[src/rtl/alu_serial_seq.sv]
// Bit-serial ALU sequencer: streams a WIDTH-bit command LSB-first through one external
// 1-bit ALU slice, chaining the carry in a register and collecting result and flags.
module alu_serial_seq #(
    parameter int WIDTH = 32
) (
    input  logic             clk_i,
    input  logic             rst_ni,
    input  logic             start_i,
    input  logic [4:0]       op_i,
    input  logic [WIDTH-1:0] a_i,
    input  logic [WIDTH-1:0] b_i,
    output logic             ready_o,
    output logic             done_o,
    output logic [WIDTH-1:0] result_o,
    output logic             zero_o,
    output logic             carry_o,
    output logic             overflow_o,
    output logic             err_o,
    output logic             alu_a_o,
    output logic             alu_b_o,
    output logic             alu_c_o,
    output logic             alu_invert_o,
    output logic [4:0]       alu_op_o,
    output logic             alu_less_o,
    input  logic             alu_res_i,
    input  logic             alu_c_i
);
    localparam int CNT_W = $clog2(WIDTH);

    localparam logic [4:0] OP_AND  = 5'h00;
    localparam logic [4:0] OP_OR   = 5'h01;
    localparam logic [4:0] OP_ADD  = 5'h02;
    localparam logic [4:0] OP_SLT  = 5'h03;
    localparam logic [4:0] OP_XOR  = 5'h04;
    localparam logic [4:0] OP_SLTU = 5'h05;
    localparam logic [4:0] OP_SUB  = 5'h06;

    typedef enum logic [1:0] {S_IDLE, S_RUN, S_RESOLVE, S_DONE} state_t;

    state_t           state_q, state_d;
    logic [WIDTH-1:0] a_sh, b_sh, res_sh, res_next;
    logic [4:0]       op_q;
    logic [CNT_W-1:0] cnt_q;
    logic             carry_q, cin_msb, sum_msb;
    logic             accept, legal, last_bit, is_cmp, is_arith, has_ovf, less;
    logic [4:0]       map_op;
    logic             map_inv, map_c0;

    assign accept   = start_i & ((state_q == S_IDLE) | (state_q == S_DONE));
    assign legal    = (op_i <= OP_SUB);
    assign last_bit = (cnt_q == CNT_W'(WIDTH - 1));
    assign is_cmp   = (op_q == OP_SLT) | (op_q == OP_SLTU);
    assign is_arith = (op_q == OP_ADD) | (op_q == OP_SUB) | is_cmp;
    assign has_ovf  = (op_q == OP_ADD) | (op_q == OP_SUB);
    assign res_next = {alu_res_i, res_sh[WIDTH-1:1]};
    // Signed compare folds in overflow; unsigned compare is "borrow occurred".
    assign less     = (op_q == OP_SLT) ? (sum_msb ^ cin_msb ^ carry_q) : ~carry_q;

    // Subtract-type ops reuse the adder with inverted B and carry-in of 1.
    always_comb begin
        map_op  = op_q;
        map_inv = 1'b0;
        map_c0  = 1'b0;
        case (op_q)
            OP_ADD:                  map_op = OP_ADD;
            OP_SUB, OP_SLT, OP_SLTU: begin
                map_op  = OP_ADD;
                map_inv = 1'b1;
                map_c0  = 1'b1;
            end
            default: ;
        endcase
    end

    always_ff @(posedge clk_i or negedge rst_ni) begin
        if (!rst_ni) state_q <= S_IDLE;
        else         state_q <= state_d;
    end

    always_comb begin
        state_d      = state_q;
        ready_o      = 1'b0;
        done_o       = 1'b0;
        alu_a_o      = 1'b0;
        alu_b_o      = 1'b0;
        alu_c_o      = 1'b0;
        alu_invert_o = 1'b0;
        alu_op_o     = 5'h00;
        alu_less_o   = 1'b0;
        case (state_q)
            S_IDLE: begin
                ready_o = 1'b1;
                if (accept) state_d = legal ? S_RUN : S_DONE;
            end
            S_RUN: begin
                alu_a_o      = a_sh[0];
                alu_b_o      = b_sh[0];
                alu_c_o      = (cnt_q == '0) ? map_c0 : carry_q;
                alu_invert_o = map_inv;
                alu_op_o     = map_op;
                if (last_bit) state_d = is_cmp ? S_RESOLVE : S_DONE;
            end
            S_RESOLVE: state_d = S_DONE;
            S_DONE: begin
                ready_o = 1'b1;
                done_o  = 1'b1;
                state_d = accept ? (legal ? S_RUN : S_DONE) : S_IDLE;
            end
            default: state_d = S_IDLE;
        endcase
    end

    always_ff @(posedge clk_i or negedge rst_ni) begin
        if (!rst_ni) begin
            a_sh       <= '0;
            b_sh       <= '0;
            res_sh     <= '0;
            op_q       <= '0;
            cnt_q      <= '0;
            carry_q    <= 1'b0;
            cin_msb    <= 1'b0;
            sum_msb    <= 1'b0;
            result_o   <= '0;
            zero_o     <= 1'b0;
            carry_o    <= 1'b0;
            overflow_o <= 1'b0;
            err_o      <= 1'b0;
        end else if (accept) begin
            a_sh  <= a_i;
            b_sh  <= b_i;
            op_q  <= op_i;
            cnt_q <= '0;
            if (!legal) begin
                result_o   <= '0;
                zero_o     <= 1'b1;
                carry_o    <= 1'b0;
                overflow_o <= 1'b0;
                err_o      <= 1'b1;
            end
        end else if (state_q == S_RUN) begin
            a_sh    <= a_sh >> 1;
            b_sh    <= b_sh >> 1;
            res_sh  <= res_next;
            carry_q <= alu_c_i;
            cnt_q   <= cnt_q + CNT_W'(1);
            if (last_bit) begin
                cin_msb <= alu_c_o;
                sum_msb <= alu_res_i;
                if (!is_cmp) begin
                    result_o   <= res_next;
                    zero_o     <= (res_next == '0);
                    carry_o    <= is_arith & alu_c_i;
                    overflow_o <= has_ovf & (alu_c_o ^ alu_c_i);
                    err_o      <= 1'b0;
                end
            end
        end else if (state_q == S_RESOLVE) begin
            result_o   <= {{(WIDTH-1){1'b0}}, less};
            zero_o     <= ~less;
            carry_o    <= carry_q;
            overflow_o <= 1'b0;
            err_o      <= 1'b0;
        end
    end
endmodule

[config.mk]
export PLATFORM = sky130hd
export DESIGN_NAME = alu_serial_seq
export DESIGN_NICKNAME = d
export VERILOG_FILES = /design/src/rtl/alu_serial_seq.sv
export SDC_FILE = /design/constraint.sdc
export NUM_CORES = 1
export LEC_CHECK = 0
export ABC_AREA = 1
export CAP_MARGIN = 20
export CORE_MARGIN = 2
export CORE_UTILIZATION = 35
export DETAILED_ROUTE_END_ITERATION = 10
export PLACE_DENSITY = 0.68
export SETUP_SLACK_MARGIN = 0.3
export SLEW_MARGIN = 20
export SYNTH_ARGS = -nofsm -noshare
export SYNTH_HDL_FRONTEND = slang
export SYNTH_SLANG_ARGS = --single-unit
[constraint.sdc]
create_clock -name clk_i -period 2.3 [get_ports clk_i]
set_input_delay 0.46 -clock clk_i [delete_from_list [all_inputs] [get_ports clk_i]]
set_output_delay 0.46 -clock clk_i [all_outputs]
set_load 0.01 [all_outputs]
# --- Word level (Yosys, flattened, before mapping) ---
# Cells that the tools add are included.
# W data, S select, Z words.
classes:
  n_addsub: 1
  n_lt_le_gt_ge: 1
  eq_ne: 13
  mux: 50
  bitwise_logic: 13
  reduce_logical: 12
op_table:
  columns: ["op", "n"]
  rows:
  - ["$mux W32", 10]
  - ["$logic_not A32 Y1", 1]
  - ["$mux W1", 31]
  - ["$mux W5", 4]
  - ["$eq A5 B2 Y1 const B", 2]
  - ["$eq A5 B3 Y1 const B", 2]
  - ["$mux W2", 4]
  - ["$pmux W2 S4", 1]
  - ["$ne A2 B2 Y1 const B", 3]
  - ["$ne A3 B3 Y1 const B", 2]
  - ["$add A5 B1 Y5 const B", 1]
  - ["$eq A5 B5 Y1 const B", 1]
  - ["$le A5 B3 Y1 const B", 1]
  - ["$logic_not A5 Y1", 1]
  - ["$eq A2 B2 Y1 const B", 2]
  - ["$or A1 B1 Y1", 4]
  - ["$reduce_and A2 Y1", 2]
  - ["$reduce_and A4 Y1", 1]
  - ["$reduce_or A4 Y1", 1]
  - ["$and A1 B1 Y1", 3]
  - ["$not A1 Y1", 3]
  - ["$reduce_and A3 Y1", 1]
  - ["$reduce_bool A3 Y1", 1]
  - ["$reduce_or A3 Y1", 1]
  - ["other kinds (5)", 7]
totals:
  register_bits: 147
  out_inout_bits: 48
  wordCells: 104

# --- Depth between registers and ports, before layout ---
# Gate-level depths: netlist (run 1).
depth:
  depth_word: 11
  depth_mapped: 11

# --- Worst setup path after synthesis (run 1) ---
# OpenSTA, ideal clock, no wires.
synth_timing:
  kind: "register to output"
  start: "register state_q[1]"
  end: "output alu_a_o"
  arrival_time_ns: 1.342
  required_ns: 1.840
  setup_slack_ns: 0.498
  stages_incl_launch_ff: 8
  n_path_buf: 3
  path_cell_list: "dfrtp_1 inv_1 ha_1 buf_6 buf_2 buf_1 nand2_1 inv_1"
synth_between:
  elab_chain_len: 2
synth_rtl:
  columns: ["element", "line_no", "text"]
  rows:
  - ["start, declared", "40", "state_t state_q, state_d;"]
  - ["start signal, assigned", "77", "else state_q <= state_d;"]
  - ["$eq A2 B1 Y1", "90", "case (state_q)"]
  - ["$mux W1", "90", null]
  - ["end, declared", "19", "output logic alu_a_o,"]
# Every way passes these cells.

# --- Worst setup path in the final report (run 1) ---
layout_timing:
  start: "register op_q[1]"
  end: "output alu_invert_o"
layout_between:
  elab_chain_len: 4
layout_rtl:
  columns: ["element", "line_no", "text"]
  rows:
  - ["start, declared", "42", "logic [4:0] op_q;"]
  - ["start signal, assigned", "131", "op_q <= op_i;"]
  - ["$eq A5 B3 Y1 / $eq A5 B2 Y1 (equally long branches)", "64", "case (op_q)"]
  - ["$reduce_or A3 Y1 (*)", "64", null]
  - ["$mux W1 (*)", "64", null]
  - ["$mux W1 (*)", "90", null]
  - ["end, declared", "22", "output logic alu_invert_o,"]
# Mark *: on every way between the ends. The rest lies on a longest branch, timed or not.

==> metrics.yaml, run 1 <==
status:
  status: "finished, final reports clean"
setup_path:
  crit_buf_inv: 3
  reg2reg_slack_ns: 0.40
  critical_path_class: "flop to output pin"
  cp_data_required_time_ns: 1.84
  rr_startpoint: "cnt_q[0]$_DFFE_PN0P_"
  start_kind: "flop"
  crit_chain: "inv_1, nand3_2, nand2_2, clkinv_4, a21oi_4, buf_6"
  critPathArrivalTime_ns: 1.64
  timing.rr.end: "result_o[21]$_DFFE_PN0P_"
  endpoint_kind: "output pin"
  critPathMaxFanout: 4
  max_stage_delay_ns: 0.40
  critPathLaunch: "op_q[1]$_DFFE_PN0P_"
  ff2ff_path_depth: 10
  crit_family: "flip-flops"
  critPathSlowestCell: "dfrtp_1"
sta:
  clock_skew_ns: 0.00579
  slew_viol_final: 0
  worst_hold_slack_ns: 0.0159
  hold_viol_final: 0
  finalCritPeriodShare_pct: 91.5
  rsz0062_at_grt: "yes"
  fin_tns_setup_ns: 0
  setup_violations: 0
  fin_crit_ns: 2.10
  worst_pin_slew_ns: 0.570
  slew_headroom_pct: 62.0
  max_freq_mhz: 475
floorplanning:
  fp.dieW_um: 142
  start_util_pct: 35.6
  die_area_um2: 20100
  io_pins: 122
  die_h_um: 142
  num_rows: 50
  fp.coreArea_um2: 18600
pwr:
  ir_drop_mv: 0.776
  internal_power_mw: 6.85
  power_frac_comb_pct: 43.5
  totalPowerFinal_mw: 11.6
  p_switching_mw: 4.71
  clkPwrFrac_pct: 21.8
  power_per_cell_area_nw_per_um2: 1300
  pwr-share-seq_pct: 34.7
  p_leak_nw: 4.17
  sw_frac_of_total_pct: 40.8
detailed_routing:
  wire_per_inst_um: 14.2
  drtIter0Drc: 299
  first_pass_iters: 4
  remaining_drc_errors: 0
  avgViaCountPerCell: 4.75
  route.vias.total: 5404
  ant_nets: 0
  totalWireLength_um: 16200
synthesis:
  yosysWarnings: 0
  synthArstFlopShare_pct: 100
  synthesis.nets: 836
  yosysTopAreaCellShare_pct: 55.1
  ys_top_cells_by_count: "nand2_1, dfrtp_1, inv_1, nand3_1, nand2_2"
  syn_inst: 755
  ys_top_cells_by_area: "dfrtp_1, nand2_1, nand3_1, inv_1, nand2_2"
  yosysSeqAreaShare_pct: 55.1
  synthFlopType: "dfrtp_1"
  syn-cell-area_um2: 6630
  yosysTopAreaCell: "dfrtp_1"
  synth.most_common_cell: "nand2_1"
  synth.avg_cell_area_um2: 8.78
  synth_edf_count: 0
  ys_types: 36
  ys_ff_latch: 146
cts:
  cts-hold-fix-buffers: 0
  htreeDepth: 4
  clkSinkCount: 146
  clock_path_buffers: 2
  cts-root-buf: "clkbuf_16"
  clk_pin_slew_ns: 0.06
  cts_tree: "yes"
  clkLatencyLatePin_ns: 0.42
  cts_inserted_buffers: 17
final_layout:
  fin_nets: 971
  nFillCells: 1762
  postLayoutCoreUtil_pct: 47.7
  drive_gt1_share_pct: 17.6
  fin_cells: 1138
  syn2layout_area_growth_pct: 34.1
worst_hold_path:
  hp-class: "input port to asynchronous set/reset pin"
place:
  dp.cells: 1088
  gp_congestion: 0.822
  port-buffer-count: 120
  hpwlAfterDp_um: 10900
global_route:
  grtUsageMet2_pct: 26.0
  grt_util_met3_pct: 4.12
  overflow: 0
  grt_antenna_before_repair: 1
  grt-busiest-layer: "met2"
  global_route.usage.met1_pct: 21.7
  grt_pass1_wl_um: 26000
  grt_max_degree: 60
  grt_pass1_vias: 5271
  gr-usage-all-layers_pct: 16.3
job:
  cap_violations: 0
layer usage:
layer	part of all wire, %	up-vias
met5	0.093	-
met4	1.3	2
met3	5.7	17
met2	48	139
met1	45	2562
li1	-	2684
state kept, by name, summed over array words and instances, names as in the netlist:
register    count
a_sh           32
b_sh           32
carry_o         1
carry_q         1
cin_msb         1
cnt_q           5
err_o           1
op_q            5
overflow_o      1
res_sh         31
result_o       32
state_q         2
sum_msb         1
zero_o          1
power groups by stage:
stage	logic [mW]	clock network, mW	registers, mW
5_1_grt	5.64	2.68	4.11
4_1_cts	4.63	2.57	3.99
2_1_floorplan	3.39	0	3.93
3_3_place_gp	4.49	0	4.01
6_report	5.03	2.52	4.01
3_5_place_dp	4.58	0	4.03
final cells by class:
cell class	instances	area (um2)	share of cell area [%]
clock inverter	9	57.6	0.648
sequential	146	3650	41.1
clock buffer	23	478	5.38
antenna	1	2.50	0.0282
multi-input combinational	496	2580	29.0
tap	234	293	3.29
timing repair buffer	153	1520	17.1
inverter	76	300	3.38
layout by cell type, fill, tap and decap left out, types with 4 or more instances in the layout:
master             n
clkinv_2           5
o221ai_1          10
ha_1               4
o211ai_1          26
buf_12             4
clkdlybuf4s50_1  108
nand2_2           36
a21oi_1            6
dfrtp_1          145
inv_1             63
o21ai_0           33
nor2_4             5
buf_6              9
nand3_1           56
o21ai_2           10
buf_4             25
nand2_4            7
nand4_1            6
inv_2             10
clkbuf_16         18
nand2_1          252
nor2_1            21
cells by family (layout without fill, tap and decap cells):
kind of cell / count (synthesis) / count (layout) / share of synthesized area (%)
and+or+nand+nor: 393 / 394 / 26.1
DFF: 146 / 146 / 55.1
buffers and inverters: 114 / 261 / 7.87
AOI/OAI and AO/OA: 93 / 93 / 9.38
adders and majority gates: 7 / 7 / 1.32
other: 1 / 2 / 0.0566
xor gates and xnor gates: 1 / 1 / 0.132
metrics by stage:
step	cell area (um2)	setup WS, ns
5_1_grt	8880	0.124
6_report	8890	0.195
2_1_floorplan	6630	0.498
3_5_place_dp	8070	0.115
3_3_place_gp	8070	0.166
4_1_cts	8640	0.0380
what timing repair did:
| action | 4_1_cts | 5_1_grt |
|---|---|---|
| gates cloned | 0 | 2 |
| resized for setup | 38 | 53 |
| pin swaps | 1 | 11 |
| setup endpoints to repair | 11 | 45 |
| buffers inserted | 3 | 12 |
| hold endpoints to repair | 0 | 0 |
worst max path at each step:
stage,endpoint,depth (start not counted),slack (ns)
6_report,alu_invert_o,6,0.20
4_1_cts,alu_c_o,9,0.04
3_3_place_gp,alu_c_o,9,0.17
5_1_grt,alu_invert_o,6,0.12
2_1_floorplan,alu_a_o,7,0.50
3_5_place_dp,alu_c_o,9,0.11
No activity file was read; power rests on OpenSTA's default activity.
==> inputs of run 2 (changes only) <==
- ABC_AREA: 1 -> not set
- RECOVER_POWER: not set -> 25
==> run 2 against run 1 <==
The flow now finishes with violations (negative setup slack). Sequential share of layout area shrank 2.0 points. Die area shrank 1.2%. Synthesized cell count shrank 23%. Critical path type unchanged.
==> metrics.yaml, run 2 <==
sta:
  fin_crit_ns: 2.51
  slew_headroom_pct: 1.81
  finalCritPeriodShare_pct: 109
  setup_violations: 3
  timing.final.ws_setup_ns: -0.208
  hold_viol_final: 0
  slew_viol_final: 0
  max_freq_mhz: 399
  worst_pin_slew_ns: 1.47
  rsz0062_at_grt: "yes"
  clock_skew_ns: 0.00823
synthesis:
  synth.avg_cell_area_um2: 11.2
  synthArstFlopShare_pct: 100
  ys_top_cells_by_count: "dfrtp_1, nand2_1, o21ai_0, mux2i_1, mux2_2"
  ys_ff_latch: 146
  yosysWarnings: 0
  syn_inst: 584
  synthesis.nets: 665
  ys_top_cells_by_area: "dfrtp_1, mux2i_1, mux2_2, o21ai_0, nand2_1"
  synth.most_common_cell: "dfrtp_1"
  yosysTopAreaCellShare_pct: 55.8
  yosysTopAreaCell: "dfrtp_1"
  syn-cell-area_um2: 6540
  synthFlopType: "dfrtp_1"
  synth_edf_count: 0
  yosysSeqAreaShare_pct: 55.8
  ys_types: 53
floorplanning:
  num_rows: 50
  die_h_um: 141
  fp.coreArea_um2: 18500
  fp.dieW_um: 141
  start_util_pct: 35.3
  die_area_um2: 19800
  io_pins: 122
final_layout:
  stdcell_area_um2: 9340
  layout_common_cells: "dfrtp_1, clkdlybuf4s50_1, nand2_1"
  reg.largest.list: "a_sh x32, b_sh x32, result_o x32"
  fin_nets: 820
  diodes: 0
  postLayoutCoreUtil_pct: 50.4
  multi_input_area_um2: 2850
  drive_gt1_share_pct: 23.4
  final_common_cell: "dfrtp_1"
  regArea_um2: 3650
  syn2layout_area_growth_pct: 42.7
  nFillCells: 1675
detailed_routing:
  first_pass_iters: 4
  avgViaCountPerCell: 4.92
  remaining_drc_errors: 0
  drtIter0Drc: 284
  ant_nets: 0
  totalWireLength_um: 15800
  route.vias.total: 4852
  wire_per_inst_um: 16.0
setup_path:
  cp.depth: 6
  critPathArrivalTime_ns: 2.05
  max_stage_delay_ns: 0.41
  critical_path_class: "flop to output pin"
  start_kind: "flop"
  critPathMaxFanout: 2
  crit_chain: "inv_2, ha_4, or3b_4, a2111oi_4, or2_4, buf_6"
  cp_data_required_time_ns: 1.84
  crit_family: "simple AND/OR/NAND/NOR gates"
  ff2ff_path_depth: 8
  critPathSlowestCell: "or3b_4"
  endpoint_kind: "output pin"
  crit_buf_inv: 2
cts:
  cts_tree: "yes"
  clkLatencyLatePin_ns: 0.42
  clock_path_buffers: 2
  cts_inserted_buffers: 17
  clkSinkCount: 146
  clk_pin_slew_ns: 0.06
  cts-hold-fix-buffers: 0
  cts-root-buf: "clkbuf_16"
  htreeDepth: 4
global_route:
  grt_pass1_wl_um: 26100
  grt_max_degree: 98
  grt_pass1_vias: 4931
  grtUsageMet2_pct: 26.2
  gr-usage-all-layers_pct: 16.8
  grt_util_met3_pct: 3.77
  global_route.usage.met1_pct: 23.4
  grt-busiest-layer: "met2"
  grt_antenna_before_repair: 1
  overflow: 0
pwr:
  totalPowerFinal_mw: 12.3
  p_leak_nw: 4.07
  power_per_cell_area_nw_per_um2: 1320
  ir_drop_mv: 0.702
status:
  violations: "negative setup slack"
  status: "finished, violations left"
job:
  cap_violations: 0
place:
  hpwlAfterDp_um: 9610
  port-buffer-count: 120
  dpl_cell_area_um2: 8200
  place_ws_ns: -0.189
  gp_congestion: 0.760
worst_hold_path:
  hp-class: "input port to asynchronous set/reset pin"
## run 2: cell types whose count changed in the layout (fill, tap and decap cells not counted), sizes merged, moves of 26 or more
cell	previous run	this run
inv	75	27
mux2	0	33
nand2	296	87
nand3	59	3
o21ai	43	79
o211ai	26	0
mux2i	0	65
## run 2: repair_timing
| action | in CTS | in global routing |
|---|---|---|
| setup buffers | 11 | 9 |
| hold endpoints to repair | 0 | 0 |
| pin swaps | 8 | 6 |
| endpoints found under the setup margin | 48 | 41 |
| resized for setup | 87 | 22 |
| cloned | 6 | 0 |
## run 2: cells by family after synthesis
logic type / after synthesis / share of synthesized area (%)
flip-flops: 146 / 55.8
XOR/XNOR: 6 / 0.803
other: 1 / 0.0573
buffers and inverters: 60 / 3.80
AND/OR/NAND/NOR: 149 / 10.9
adder cells (fa/ha/maj): 7 / 1.34
multiplexers: 98 / 15.6
AO/OA/AOI/OAI: 117 / 11.7
## run 2: path summary, 6_finish.rpt
path,startpoint,to,slack (ns)
setup / recovery,state_q[1]$_DFFE_PN0P_,alu_c_o,-0.21
hold / removal,rst_ni,result_o[9]$_DFFE_PN0P_,0.42
setup reg to reg,op_q[0]$_DFFE_PN0P_,result_o[25]$_DFFE_PN0P_,0.20
hold reg to reg,err_o$_DFFE_PN0P_,err_o$_DFFE_PN0P_,0.48
max in group asynchronous,rst_ni,b_sh[14]$_DFFE_PN0P_,0.89
min in group clk_i,err_o$_DFFE_PN0P_,err_o$_DFFE_PN0P_,0.48
## run 2: area by class of cell
type,instances,area share (%)
multi-input combinational,379,30.5
timing repair buffer,175,19.9
tap,234,3.14
sequential,146,39.1
inverter,20,0.804
clock inverter,14,1.80
clock buffer,18,4.70
## run 2: layer usage
layer / share of wire, % / up-vias
met3: 3.4 / 15
met5: 0.10 / -
met2: 47 / 77
li1: - / 2373
met4: 1.4 / 2
met1: 48 / 2385
## run 2: report_power, final
part           switching (mW)  internal (mW)
clock network            1.16           1.66
registers               0.579           3.44
logic                    2.60           2.89
## run 2: per-stage QoR
step           TNS (ns)  instances  hold slack, ns
3_3_place_gp     -0.165        928           0.465
5_1_grt          -0.460        986           0.511
3_5_place_dp     -0.416        928           0.470
6_report         -0.297        986           0.425
2_1_floorplan         0        584           0.164
4_1_cts          -0.254        977          0.0120
